==> src/rtl/rv_mem_arbiter.sv <==
// ============================================================================
// Module   : rv_mem_arbiter
// Brief    : Shares one single-port BRAM between instruction fetch and data
//            ports. Data has priority; the optional starvation guard is
//            enabled with the macro RVARB_STARVE_GUARD_EN.
// Revision : 1.0
// ============================================================================
`default_nettype none

module rv_mem_arbiter #(
   parameter int AW         = 32,
   parameter int DW         = 32,
   parameter int READ_LAT   = 1,
   parameter int STARVE_MAX = 4
) (
   input  logic          clk,
   input  logic          rst,
   input  logic          i_req,
   input  logic [AW-1:0] i_addr,
   output logic          i_gnt,
   output logic          i_rvalid,
   input  logic          d_req,
   input  logic          d_we,
   input  logic [AW-1:0] d_addr,
   input  logic [DW-1:0] d_wdata,
   output logic          d_gnt,
   output logic          d_rvalid,
   output logic [DW-1:0] rdata,
   output logic          mem_en,
   output logic          mem_wea,
   output logic [AW-1:0] mem_addr,
   output logic [DW-1:0] mem_din,
   input  logic [DW-1:0] mem_dout
);

   generate
      if (READ_LAT < 1 || READ_LAT > 4 || STARVE_MAX < 1 || STARVE_MAX > 7) begin : g_bad_param
         $error("rv_mem_arbiter: READ_LAT must be 1..4 and STARVE_MAX 1..7");
      end
   endgenerate

   logic                force_i;
   logic [AW-1:0]       mem_addr_q;
   logic [AW-1:0]       mem_addr_d;
   logic [READ_LAT-1:0] tag_vld_q;
   logic [READ_LAT-1:0] tag_vld_d;
   logic [READ_LAT-1:0] tag_own_q;
   logic [READ_LAT-1:0] tag_own_d;

   // Grants are gated by reset so nothing reaches the BRAM while rst is low.
   assign d_gnt = rst & d_req & ~force_i;
   assign i_gnt = rst & i_req & (~d_req | force_i);

`ifdef RVARB_STARVE_GUARD_EN
   logic [2:0] starve_cnt_q;
   logic [2:0] starve_cnt_d;

   always_comb begin
      starve_cnt_d = starve_cnt_q;
      if (!i_req || i_gnt) begin
         starve_cnt_d = 3'd0;
      end else if (d_gnt && (starve_cnt_q != 3'd7)) begin
         starve_cnt_d = starve_cnt_q + 3'd1;
      end
   end

   always_ff @(posedge clk or negedge rst) begin
      if (!rst) begin
         starve_cnt_q <= 3'd0;
      end else begin
         starve_cnt_q <= starve_cnt_d;
      end
   end

   assign force_i = (starve_cnt_q == 3'(STARVE_MAX)) & i_req;
`else
   assign force_i = 1'b0;
`endif

   assign mem_en  = i_gnt | d_gnt;
   assign mem_wea = d_gnt & d_we;
   assign mem_din = d_gnt ? d_wdata : '0;

   // With no grant the address bus parks on the last granted address.
   always_comb begin
      mem_addr_d = mem_addr_q;
      if (d_gnt) begin
         mem_addr_d = d_addr;
      end else if (i_gnt) begin
         mem_addr_d = i_addr;
      end
   end

   assign mem_addr = mem_addr_d;

   always_comb begin
      tag_vld_d    = tag_vld_q;
      tag_own_d    = tag_own_q;
      tag_vld_d[0] = i_gnt | (d_gnt & ~d_we);
      tag_own_d[0] = d_gnt;
      for (int i = 1; i < READ_LAT; i++) begin
         tag_vld_d[i] = tag_vld_q[i-1];
         tag_own_d[i] = tag_own_q[i-1];
      end
   end

   always_ff @(posedge clk or negedge rst) begin
      if (!rst) begin
         mem_addr_q <= '0;
         tag_vld_q  <= '0;
         tag_own_q  <= '0;
      end else begin
         mem_addr_q <= mem_addr_d;
         tag_vld_q  <= tag_vld_d;
         tag_own_q  <= tag_own_d;
      end
   end

   assign i_rvalid = tag_vld_q[READ_LAT-1] & ~tag_own_q[READ_LAT-1];
   assign d_rvalid = tag_vld_q[READ_LAT-1] &  tag_own_q[READ_LAT-1];
   assign rdata    = mem_dout;

endmodule

`default_nettype wire

==> config.mk <==
export PLATFORM = sky130hd
export DESIGN_NAME = rv_mem_arbiter
export DESIGN_NICKNAME = d
export VERILOG_FILES = /design/src/rtl/rv_mem_arbiter.sv
export SDC_FILE = /design/constraint.sdc
export NUM_CORES = 1
export LEC_CHECK = 0
export BUFFER_PORTS_ARGS = -buffer_cell sky130_fd_sc_hd__buf_2
export CAP_MARGIN = 20
export CORE_ASPECT_RATIO = 1.4
export CORE_MARGIN = 4
export CORE_UTILIZATION = 30
export CTS_CLUSTER_DIAMETER = 100
export DETAILED_ROUTE_END_ITERATION = 8
export HOLD_SLACK_MARGIN = 0.02
export PLACE_DENSITY = 0.71
export SLEW_MARGIN = 5
export SYNTH_ARGS = -nofsm -noshare
export SYNTH_HDL_FRONTEND = slang
export SYNTH_SLANG_ARGS = --single-unit
export TNS_END_PERCENT = 5
==> constraint.sdc <==
create_clock -name clk -period 1.6 [get_ports clk]
set_input_delay 0 -clock clk [delete_from_list [all_inputs] [get_ports clk]]
set_output_delay 0 -clock clk [all_outputs]
set_load 0.03 [all_outputs]
; ---- Yosys cells after proc, flatten, opt, wreduce, memory -nomap -nowiden
; Index checks and enable logic that the tools add are counted.
[word_totals]
register_bits = 34
input_bits = 133
output_inout_bits = 102
elab_cells = 18
[classes]
muxes = 3
bitwise = 12
[op_table]
columns = operator, count
row1 = 32-bit 2-to-1 mux, 3
row2 = 1-bit bitwise AND, 7
row3 = 1-bit NOT, 3
row4 = 1-bit bitwise OR, 2

; ---- Logic depth before layout (Yosys ltp)
; Gate-level depths: netlist (run 1).
[depth]
depth_word = 4
mapped_depth = 4

; ---- Worst setup path after synthesis (run 1)
; OpenSTA, ideal clock, no wires.
[synth_timing]
kind = input to register
start = input i_req
end = register mem_addr_q[23]
setup_ns = 0.180
arrival_time_ns = 0.797
required_ns = 1.420
setup_slack_ns = 0.623
cell_stages = 4
path_cell_list = o21a_1 -> buf_6 -> buf_6 -> o221a_1
[synth_via]
elab_chain_cells = 4
[synth_rtl]
columns = element, line_no
row1 = "start, declared", 18  ; input logic i_req,
row2 = 1-bit bitwise AND (2 in a row), 52  ; assign i_gnt = rst & i_req & (~d_req | force_i);
row3 = 32-bit 2-to-1 mux, 89  ; end else if (i_gnt) begin
row4 = 32-bit 2-to-1 mux, 87  ; if (d_gnt) begin
row5 = via mem_addr[23], 31  ; output logic [AW-1:0] mem_addr,
row6 = "end signal, assigned", 113  ; mem_addr_q <= mem_addr_d;
row7 = "end, declared", 43  ; logic [AW-1:0] mem_addr_q;
; The timed path passes the listed nets, and every way through them passes these cells.

; ---- Final worst setup path (run 1)
[layout_timing]
start = input rst
end = output mem_addr[1]
[layout_via]
elab_chain_cells = 4
word_cells_on_any_way = 5
[layout_rtl]
columns = element, line_no
row1 = "start, declared", 17  ; input logic rst,
row2 = 1-bit bitwise AND (2 in a row), 52
row3 = 32-bit 2-to-1 mux, 89
row4 = 32-bit 2-to-1 mux *, 87
row5 = "end, declared", 31
; Mark *: on every way between the ends. The rest lies on a longest branch, timed or not.

==> results of run 1 <==
==> cell families after synthesis <==
kind of cell | synth area share [%]
buffers and inverters | 17.34
flip-flops | 38.53
AND/OR/NAND/NOR | 27.14
AO/OA/AOI/OAI | 17.00
==> cell usage after synthesis <==
| cell type | instances |
|---|---|
| nor2b_1 | 1 |
| dfrtp_1 | 34 |
| nand2_4 | 1 |
| nand4bb_1 | 32 |
| inv_2 | 1 |
| buf_2 | 9 |
| and2_1 | 1 |
| o221a_1 | 32 |
| buf_6 | 5 |
| and3b_1 | 1 |
| o21a_1 | 1 |
| clkbuf_1 | 10 |
| buf_4 | 32 |
| and3_1 | 33 |
| a21boi_1 | 1 |
==> stage by stage <==
stage / total power, mW / hold WS (ps) / worst slack, ps
final: 2.717 / 30.51 / 116.9
after global placement: 1.911 / 0.2048 / 541.0
after global routing: 2.853 / 29.49 / 21.67
after CTS: 2.749 / 20.02 / 30.33
after floorplan: 1.746 / -295.6 / 623.3
after detailed placement: 1.927 / 0.2048 / 522.0
==> metal layers <==
| layer | part of all wire, % | up-vias |
|---|---|---|
| met3 | 10 | 21 |
| li1 | - | 1098 |
| met4 | 3.3 | 0 |
| met1 | 33 | 1119 |
| met2 | 53 | 160 |
| met5 | 0 | - |
==> worst max-delay path: cells and delay by family <==
| kind | cells | cell delay (ps) |
|---|---|---|
| compound gates | 1 | 210 |
| buf+inv | 4 | 1140 |
| simple gates | 1 | 130 |
==> power by group through the flow <==
stage / clock [mW] / combinational [mW] / sequential (mW)
floorplan: 0 / 0.741 / 1.00
global placement: 0 / 0.898 / 1.01
detailed placement: 0 / 0.913 / 1.01
CTS: 0.633 / 1.11 / 1.00
global route: 0.658 / 1.18 / 1.01
finish: 0.605 / 1.11 / 1.00
==> how the worst max path moves through the flow <==
stage          start  depth (start not counted)             end
2_1_floorplan  i_req                          4  mem_addr_q[23]
3_3_place_gp     rst                          5    mem_addr[31]
3_5_place_dp     rst                          5     mem_addr[9]
4_1_cts          rst                          6     mem_addr[1]
5_1_grt          rst                          6    mem_addr[11]
6_report         rst                          6     mem_addr[1]
==> registers in the layout, summed over array words and instances, names as in the netlist <==
register and count:
mem_addr_q 32, tag_own_q 1, tag_vld_q 1
==> area by class of cell <==
class	instances	area (µm²)
multi-input combinational	103	974.7
inverter	1	3.754
timing repair buffer	229	1458
clock inverter	2	10.01
fill	680	3582
sequential	34	850.8
clock buffer	5	68.82
antenna	2	5.005
tap	95	118.9
==> what timing repair did <==
item,in CTS,in global routing
endpoints found under the setup margin,0,14
hold buffers,53,0
resized for setup,0,1
hold endpoints to repair,85,0
==> run metrics, run 1 <==
status=complete, no violations; Final Wtd Congestion=approximately 0.7; vias in the first global route=2490; Leak=1.746 nW; Post-DP Area=2872 µm²; initial antenna violation count=2; global routing usage on met3=under 10%; Hold WC Path Type=primary input to flip-flop; largest net degree at the start of global routing=54; die span in y=109.5 µm; Yosys top cell area share=38.53%; Switching Share=between 30% and 40%; FMAX=0.6743 GHz; Logic pwr share=40.9%; die footprint=approximately 8800 µm²; Seq pwr share=36.9%; deepest clock path buffer count=2; power per cell area=778.6 nW/µm²; Root Driver=clkbuf_8; IO Count=235; crit path cell chain=buf_4 > dlygate4sd3_1 > buf_6 > nand4bb_1 > o221a_1 > buf_2; drc violations=0; Tot GR Track Use=18.50%; Slowest-stage cell, CP=dlygate4sd3_1; DR vias/cell=a little over 5; Yosys cell types=15; Max Cap Viol=0; VDD IR max=0.0003223 V; Die X=80.51 µm; r2r endpoint=mem_addr_q[18]; Layout Cells excl Fill=471; placed insts=around 400; WL per Instance=~18 µm; clk_lat worst skew=280 ps; unrepaired setup endpoints after global routing=false; Syn Nets=327; Relative slew margins=39.36%; flops & latches, synth=34; Starting Density=31.23%; CTS tree=built; commonest non-fill, non-tap cell in the layout=buf_2; Final Cycle Share=between 90% and 100%; Reg clk slew, reported paths=70 ps; post-synthesis sequential area ratio=38.53%; critical path's largest stage delay=590 ps; Core Util, Final=49.35%; drt pass-1 iters=4; met1 usage=19.70%; Worst setup SP type=primary input; CP Max Fanout=29; Psw=between 1 and 1.5 mW; Reg-to-Reg Start=mem_addr_q[18]; Port Buffer Count=170; dominant cell type by area after synthesis=dfrtp_1; setup TNS=0 ps; share of cells above drive strength 1=49.47%; GR peak layer=met2; Clock Skew=0 ps; max-slew violations=0; HPWL after DPL=5.672 mm; DR iter-0 viols=95; CTS H-tree depth=2; Hold Path End=mem_addr_q[27]; Setup CP Type=primary input to output port; Gate Count Post-Synth=a little under 200; fin area=3490 µm²; critical path arrival=1480 ps; via count=2398; first-pass GRT wire length=12.54 mm; clock period minus worst slack=1483 ps; Placeable Area=7072 µm²; Clk pwr share=~22%; synthesis-to-layout area growth=58.02%; Hold Fails Final Rpt=0; hold path cells=2; worst endpoint required time=1600 ps; Synth area leaders=dfrtp_1 39%, nand4bb_1 16%, o221a_1 16%; internal power=1.688 mW; slew at the pin closest to its max-slew limit=906.6 ps; CTS sink count=34; Final setup viols=0; most frequent cells in the layout=169 x buf_2, 53 x dlygate4sd3_1, 34 x dfrtp_1; met2 Usage GRT=33.71%; Routed Antenna Nets=0; Ys Warns=0; FF-to-FF path depth=1; Synth Cell Area=2208 µm²; grt ovf=0; nets@finish=507; worst hold start=d_addr[27]; R2R Setup Slk=870 ps; postcts setup bufs=0; DRT Wirelength=between 8 and 9 mm; CP endpoint kind=output port; mean post-synth cell area=11.38 µm²; TritonCTS Buffers=5; Row Count=36
Power figures use the tool's default switching activity.
==> inputs of run 2 (changes only) <==
--- a/config.mk
+++ b/config.mk
@@ -5,7 +5,7 @@
 export SDC_FILE = /design/constraint.sdc
 export NUM_CORES = 1
 export LEC_CHECK = 0
-export BUFFER_PORTS_ARGS = -buffer_cell sky130_fd_sc_hd__buf_2
+export BUFFER_PORTS_ARGS = -buffer_cell sky130_fd_sc_hd__buf_4
 export CAP_MARGIN = 20
 export CORE_ASPECT_RATIO = 1.4
 export CORE_MARGIN = 4
==> constraint.sdc (replaced) <==
create_clock -name clk -period 1.9 [get_ports clk]
set_input_delay 0 -clock clk [delete_from_list [all_inputs] [get_ports clk]]
set_output_delay 0 -clock clk [all_outputs]
set_load 0.03 [all_outputs]
==> run metrics, run 2 (same netlist as run 1, synthesis figures left out) <==
# fillers=642 (-5.6%); Tot GR Track Use=18.21% (-0.28 points); biggest registers after layout=mem_addr_q: 32 flops, tag_own_q: 1 flops, tag_vld_q: 1 flops; drt pass-1 iters=4 (unchanged); grt ovf=0 (unchanged); worst hold start=d_addr[30]; HPWL after DPL=5.868 mm (+3.5%); Reg clk slew, reported paths=70 ps (about the same); setup TNS=0 ps (unchanged); die span in y=109.5 µm (unchanged); CP Max Fanout=50 (+72%); DR iter-0 viols=109 (+15%); CP most frequent cell=buf_4; largest register by flop count=mem_addr_q; uppermost routed layer=met5; initial antenna violation count=2 (unchanged); crit path cell chain=dlygate4sd3_1 > buf_4 > buf_4 > nand4bb_1 > o221a_1 > buf_4; unrepaired setup endpoints after global routing=false; Core Util, Final=53.22% (+3.9 points); Worst setup SP type=primary input; R2R Setup Slk=1180 ps (+310 ps); Hold Path End=mem_addr_q[30]; Hold Fails Final Rpt=0 (unchanged); CTS tree=built; DRT Wirelength=8.669 mm (+0.42%); most frequent cells in the layout=176 x buf_4, 40 x dlygate4sd3_1, 34 x dfrtp_1; VDD IR max=0.0002949 V (-8.5%); Starting Density=31.23% (unchanged); clk_lat worst skew=280 ps (about the same); Register Area=850.8 µm² (unchanged); Final Cycle Share=90.65%; Max Cap Viol=0 (unchanged); clock period minus worst slack=approximately 1700 ps; worst slack, placed=671.2 ps (+149.2 ps); hold_ws=30.09 ps (-0.4217 ps); Leak=1.813 nW (+3.8%); share of cells above drive strength 1=51.10% (+1.6 points); hold path cells=2 (unchanged); power per cell area=646.0 nW/µm² (-17%); synthesis-to-layout area growth=70.42%; Post-DP Area=3269 µm² (+14%); CTS sink count=34 (unchanged); area of the multi-input gates=974.7 µm² (unchanged); FMAX=approximately 0.58 GHz; DR WL met2=4.659 mm (+1.4%); status=complete, no violations; CP endpoint kind=output port; metal3 WL=834 µm (-6.0%); DR vias/cell=5.059 (-0.64%); Layout Cells excl Fill=458 (-2.8%); drc violations=0 (unchanged); max-slew violations=0 (unchanged); Largest register FFs=32 (unchanged); first-pass GRT wire length=12.24 mm (-2.4%); TritonCTS Buffers=5 (unchanged); FF-to-FF path depth=1 (unchanged); vias in the first global route=2426 (-2.6%); Placeable Area=7072 µm² (unchanged); CTS resizes=0 (unchanged); Reg-to-Reg Start=mem_addr_q[20]; Die X=80.51 µm (unchanged); CTS H-tree depth=2 (unchanged); Routed Antenna Nets=0 (unchanged); Row Count=36 (unchanged); deepest clock path buffer count=2 (unchanged); worst endpoint required time=1900 ps (+300 ps); largest net degree at the start of global routing=51 (-5.6%); r2r endpoint=mem_addr_q[20]; placed insts=409 (unchanged); die footprint=8817 µm² (unchanged); Root Driver=clkbuf_8; WL per Instance=18.93 µm (+3.3%); nets@finish=494 (-2.6%); Hold WC Path Type=primary input to flip-flop; fin area=3764 µm² (+7.9%); commonest non-fill, non-tap cell in the layout=buf_4; Clock Skew=0 ps (unchanged); slew at the pin closest to its max-slew limit=453.0 ps (-453.6 ps); postcts setup bufs=0 (unchanged); IO Count=235 (unchanged); Pwr Total=2.431 mW (-11%); Final setup viols=0 (unchanged); setup slack after layout=177.7 ps (+60.83 ps); Port Buffer Count=170 (unchanged); Setup CP Type=primary input to output port; Final Wtd Congestion=0.7059 (+1.2%); Slowest-stage cell, CP=dlygate4sd3_1; wire length on met1=2.960 mm (+3.2%); critical path's largest stage delay=530 ps (-60 ps); via count=2317 (-3.4%); critical path arrival=1720 ps (+240 ps); Relative slew margins=69.80% (+30 points)
==> run 2: worst max-delay path by stage <==
stage,startpoint,depth (start not counted),to,slack [ps]
finish,rst,6,mem_addr[20],180
global route,rst,6,mem_addr[23],40
CTS,rst,6,mem_addr[28],160
detailed placement,d_req,5,mem_addr[4],670
global placement,d_req,5,mem_addr[11],710
floorplan,i_req,4,mem_addr_q[23],920
==> run 2: area by class of cell <==
type	instances	area share [%]
repair buffers	216	45.74
inverters	1	0.09973
well taps	95	3.158
clock inverters	1	0.1330
multi-input cells	103	25.90
flip-flops and latches	34	22.61
clock buffers	7	2.294
diodes	1	0.06649
==> run 2: timing repair <==
item | 4_1_cts | 5_1_grt
hold buffers | 40 | 0
hold endpoints to repair | 73 | 0
setup endpoints to repair | 0 | 0
==> run 2: where the power goes <==
group / total (mW) / internal, mW / switching (mW)
Clock: 0.553 / 0.293 / 0.261
Sequential: 0.841 / 0.814 / 0.0268
Combinational: 1.04 / 0.462 / 0.575
==> run 2: worst max-delay path, delay by kind of cell <==
family,cells,cell delay (ps)
compound gates,1,170
buf+inv,4,1380
simple gates,1,150
==> run 2: metal layers <==
metal,up-vias,track usage (%)
met4,2,6.280
met1,1091,18.91
met2,145,34.77
met5,-,0
met3,16,4.672
li1,1063,-
==> inputs of run 3 (changes only) <==
--- a/config.mk
+++ b/config.mk
@@ -13,6 +13,7 @@
 export CTS_CLUSTER_DIAMETER = 100
 export DETAILED_ROUTE_END_ITERATION = 8
 export HOLD_SLACK_MARGIN = 0.02
+export MAX_ROUTING_LAYER = met4
 export PLACE_DENSITY = 0.71
 export SLEW_MARGIN = 5
 export SYNTH_ARGS = -nofsm -noshare
==> run metrics, run 3 (same netlist as run 1, synthesis figures left out) <==
status=complete, no violations; WL per Instance=18.80 µm (-0.66%); drc violations=0 (unchanged); setup TNS=0 ps (unchanged); Root Driver=clkbuf_8; fin area=3766 µm² (about the same); power per cell area=645.5 nW/µm² (about the same); Die X=80.51 µm (unchanged); HPWL after DPL=5.868 mm (unchanged); Final Cycle Share=90.89% (+0.24 points); first-pass GRT wire length=12.24 mm (unchanged); CP Max Fanout=50 (unchanged); VDD IR max=0.0002953 V (+0.13%); Clock Skew=0 ps (unchanged); clk_lat worst skew=280 ps (about the same); unrepaired setup endpoints after global routing=false; Reg-to-Reg Start=mem_addr_q[20]; Post-DP Area=3269 µm² (unchanged); TritonCTS Buffers=5 (unchanged); CTS H-tree depth=2 (unchanged); biggest registers after layout=mem_addr_q: 32 flops, tag_own_q: 1 flops, tag_vld_q: 1 flops; Setup CP Type=primary input to output port; wire length on met1=3.008 mm (+1.6%); Placeable Area=7072 µm² (unchanged); IO Count=235 (unchanged); worst hold start=d_addr[30]; Worst Setup SP=rst; commonest non-fill, non-tap cell in the layout=buf_4; nets@finish=494 (unchanged); Worst setup SP type=primary input; DRT Wirelength=8.631 mm (-0.44%); DR WL met2=4.655 mm (about the same); Final setup viols=0 (unchanged); grt ovf=0 (unchanged); vias in the first global route=2426 (unchanged); critical path arrival=1730 ps (about the same); max-slew violations=0 (unchanged); via count=2304 (-0.56%); die footprint=8817 µm² (unchanged); DR iter-0 viols=96 (-12%); Tot GR Track Use=18.67% (+0.46 points); Routed Antenna Nets=0 (unchanged); CTS tree=built; deepest clock path buffer count=2 (unchanged); # fillers=641 (-0.16%); die span in y=109.5 µm (unchanged); Leak=1.813 nW (about the same); CP endpoint kind=output port; Row Count=36 (unchanged); initial antenna violation count=2 (unchanged); metal3 WL=766 µm (-8.2%); Largest register FFs=32 (unchanged); uppermost routed layer=met4; share of cells above drive strength 1=51.10% (unchanged); Port Buffer Count=170 (unchanged); most frequent cells in the layout=176 x buf_4, 40 x dlygate4sd3_1, 34 x dfrtp_1; FMAX=0.5791 GHz (-0.27%); Hold WC Path Type=primary input to flip-flop; largest register by flop count=mem_addr_q; Relative slew margins=69.79% (about the same); Hold Fails Final Rpt=0 (unchanged); clock period minus worst slack=1727 ps (+4.620 ps); CTS resizes=0 (unchanged); drt pass-1 iters=4 (unchanged); Max Cap Viol=0 (unchanged); CTS sink count=34 (unchanged); Final Wtd Congestion=0.7138 (+1.1%); worst endpoint required time=1900 ps (about the same); Reg clk slew, reported paths=70 ps (about the same); DR vias/cell=5.020 (-0.78%); largest net degree at the start of global routing=51 (unchanged); Starting Density=31.23% (unchanged); synthesis-to-layout area growth=70.54% (about the same); slew at the pin closest to its max-slew limit=453.1 ps (+0.08333 ps)
==> run 3: area by class of cell <==
| cell class | instances | area, µm² | share of cell area [%] |
|---|---|---|---|
| diodes | 2 | 5.005 | 0.1329 |
| clock buffers | 7 | 86.33 | 2.292 |
| clock inverters | 1 | 5.005 | 0.1329 |
| inverters | 1 | 3.754 | 0.09967 |
| multi-input cells | 103 | 974.7 | 25.88 |
| flip-flops and latches | 34 | 850.8 | 22.59 |
| well taps | 95 | 118.9 | 3.156 |
| repair buffers | 216 | 1722 | 45.71 |
==> run 3: worst paths after layout <==
kind,end,cells after the start,slack [ps]
setup / recovery,mem_addr[28],6,170
hold / removal,mem_addr_q[30],2,30
setup reg to reg,mem_addr_q[20],1,1180
hold reg to reg,mem_addr_q[13],1,550
max in group asynchronous,mem_addr_q[23],3,1080
min in group asynchronous,mem_addr_q[30],2,120
==> run 3: power breakdown <==
part / total (mW) / switching (mW) / internal, mW
Clock: 0.553 / 0.260 / 0.292
Sequential: 0.841 / 0.0270 / 0.814
Combinational: 1.04 / 0.575 / 0.462
==> run 3: metal layers <==
layer	track usage, %	vias up
met3	3.689	14
met1	19.37	1074
met2	34.77	149
li1	-	1067
met5	-	-
met4	6.280	0
==> run 3: what timing repair did <==
| item | in CTS | in global routing |
|---|---|---|
| hold buffers | 40 | 0 |
| hold endpoints to repair | 73 | 0 |
| endpoints found under the setup margin | 0 | 0 |
| setup buffers | 0 | 0 |
==> run 3: through the flow <==
stage                     worst slack [ps]  cells  hold WS (ps)  total power, mW  utilization [%]
after floorplan                      923.3    194        -295.6            1.471                -
after global placement               712.0    409        -135.2            1.742            46.23
after detailed placement             671.2    409        -131.7            1.749            46.23
after CTS                            159.2    457         20.76            2.471            53.18
after global routing                 36.58    459         22.88            2.546            53.26
final                                173.1    459         30.66            2.431            53.26
==> run 3: critical path, stage by stage <==
cell and delay [ps]:
dlygate4sd3_1 530, buf_4 230, buf_4 440, nand4bb_1 150
o221a_1 160, buf_4 180
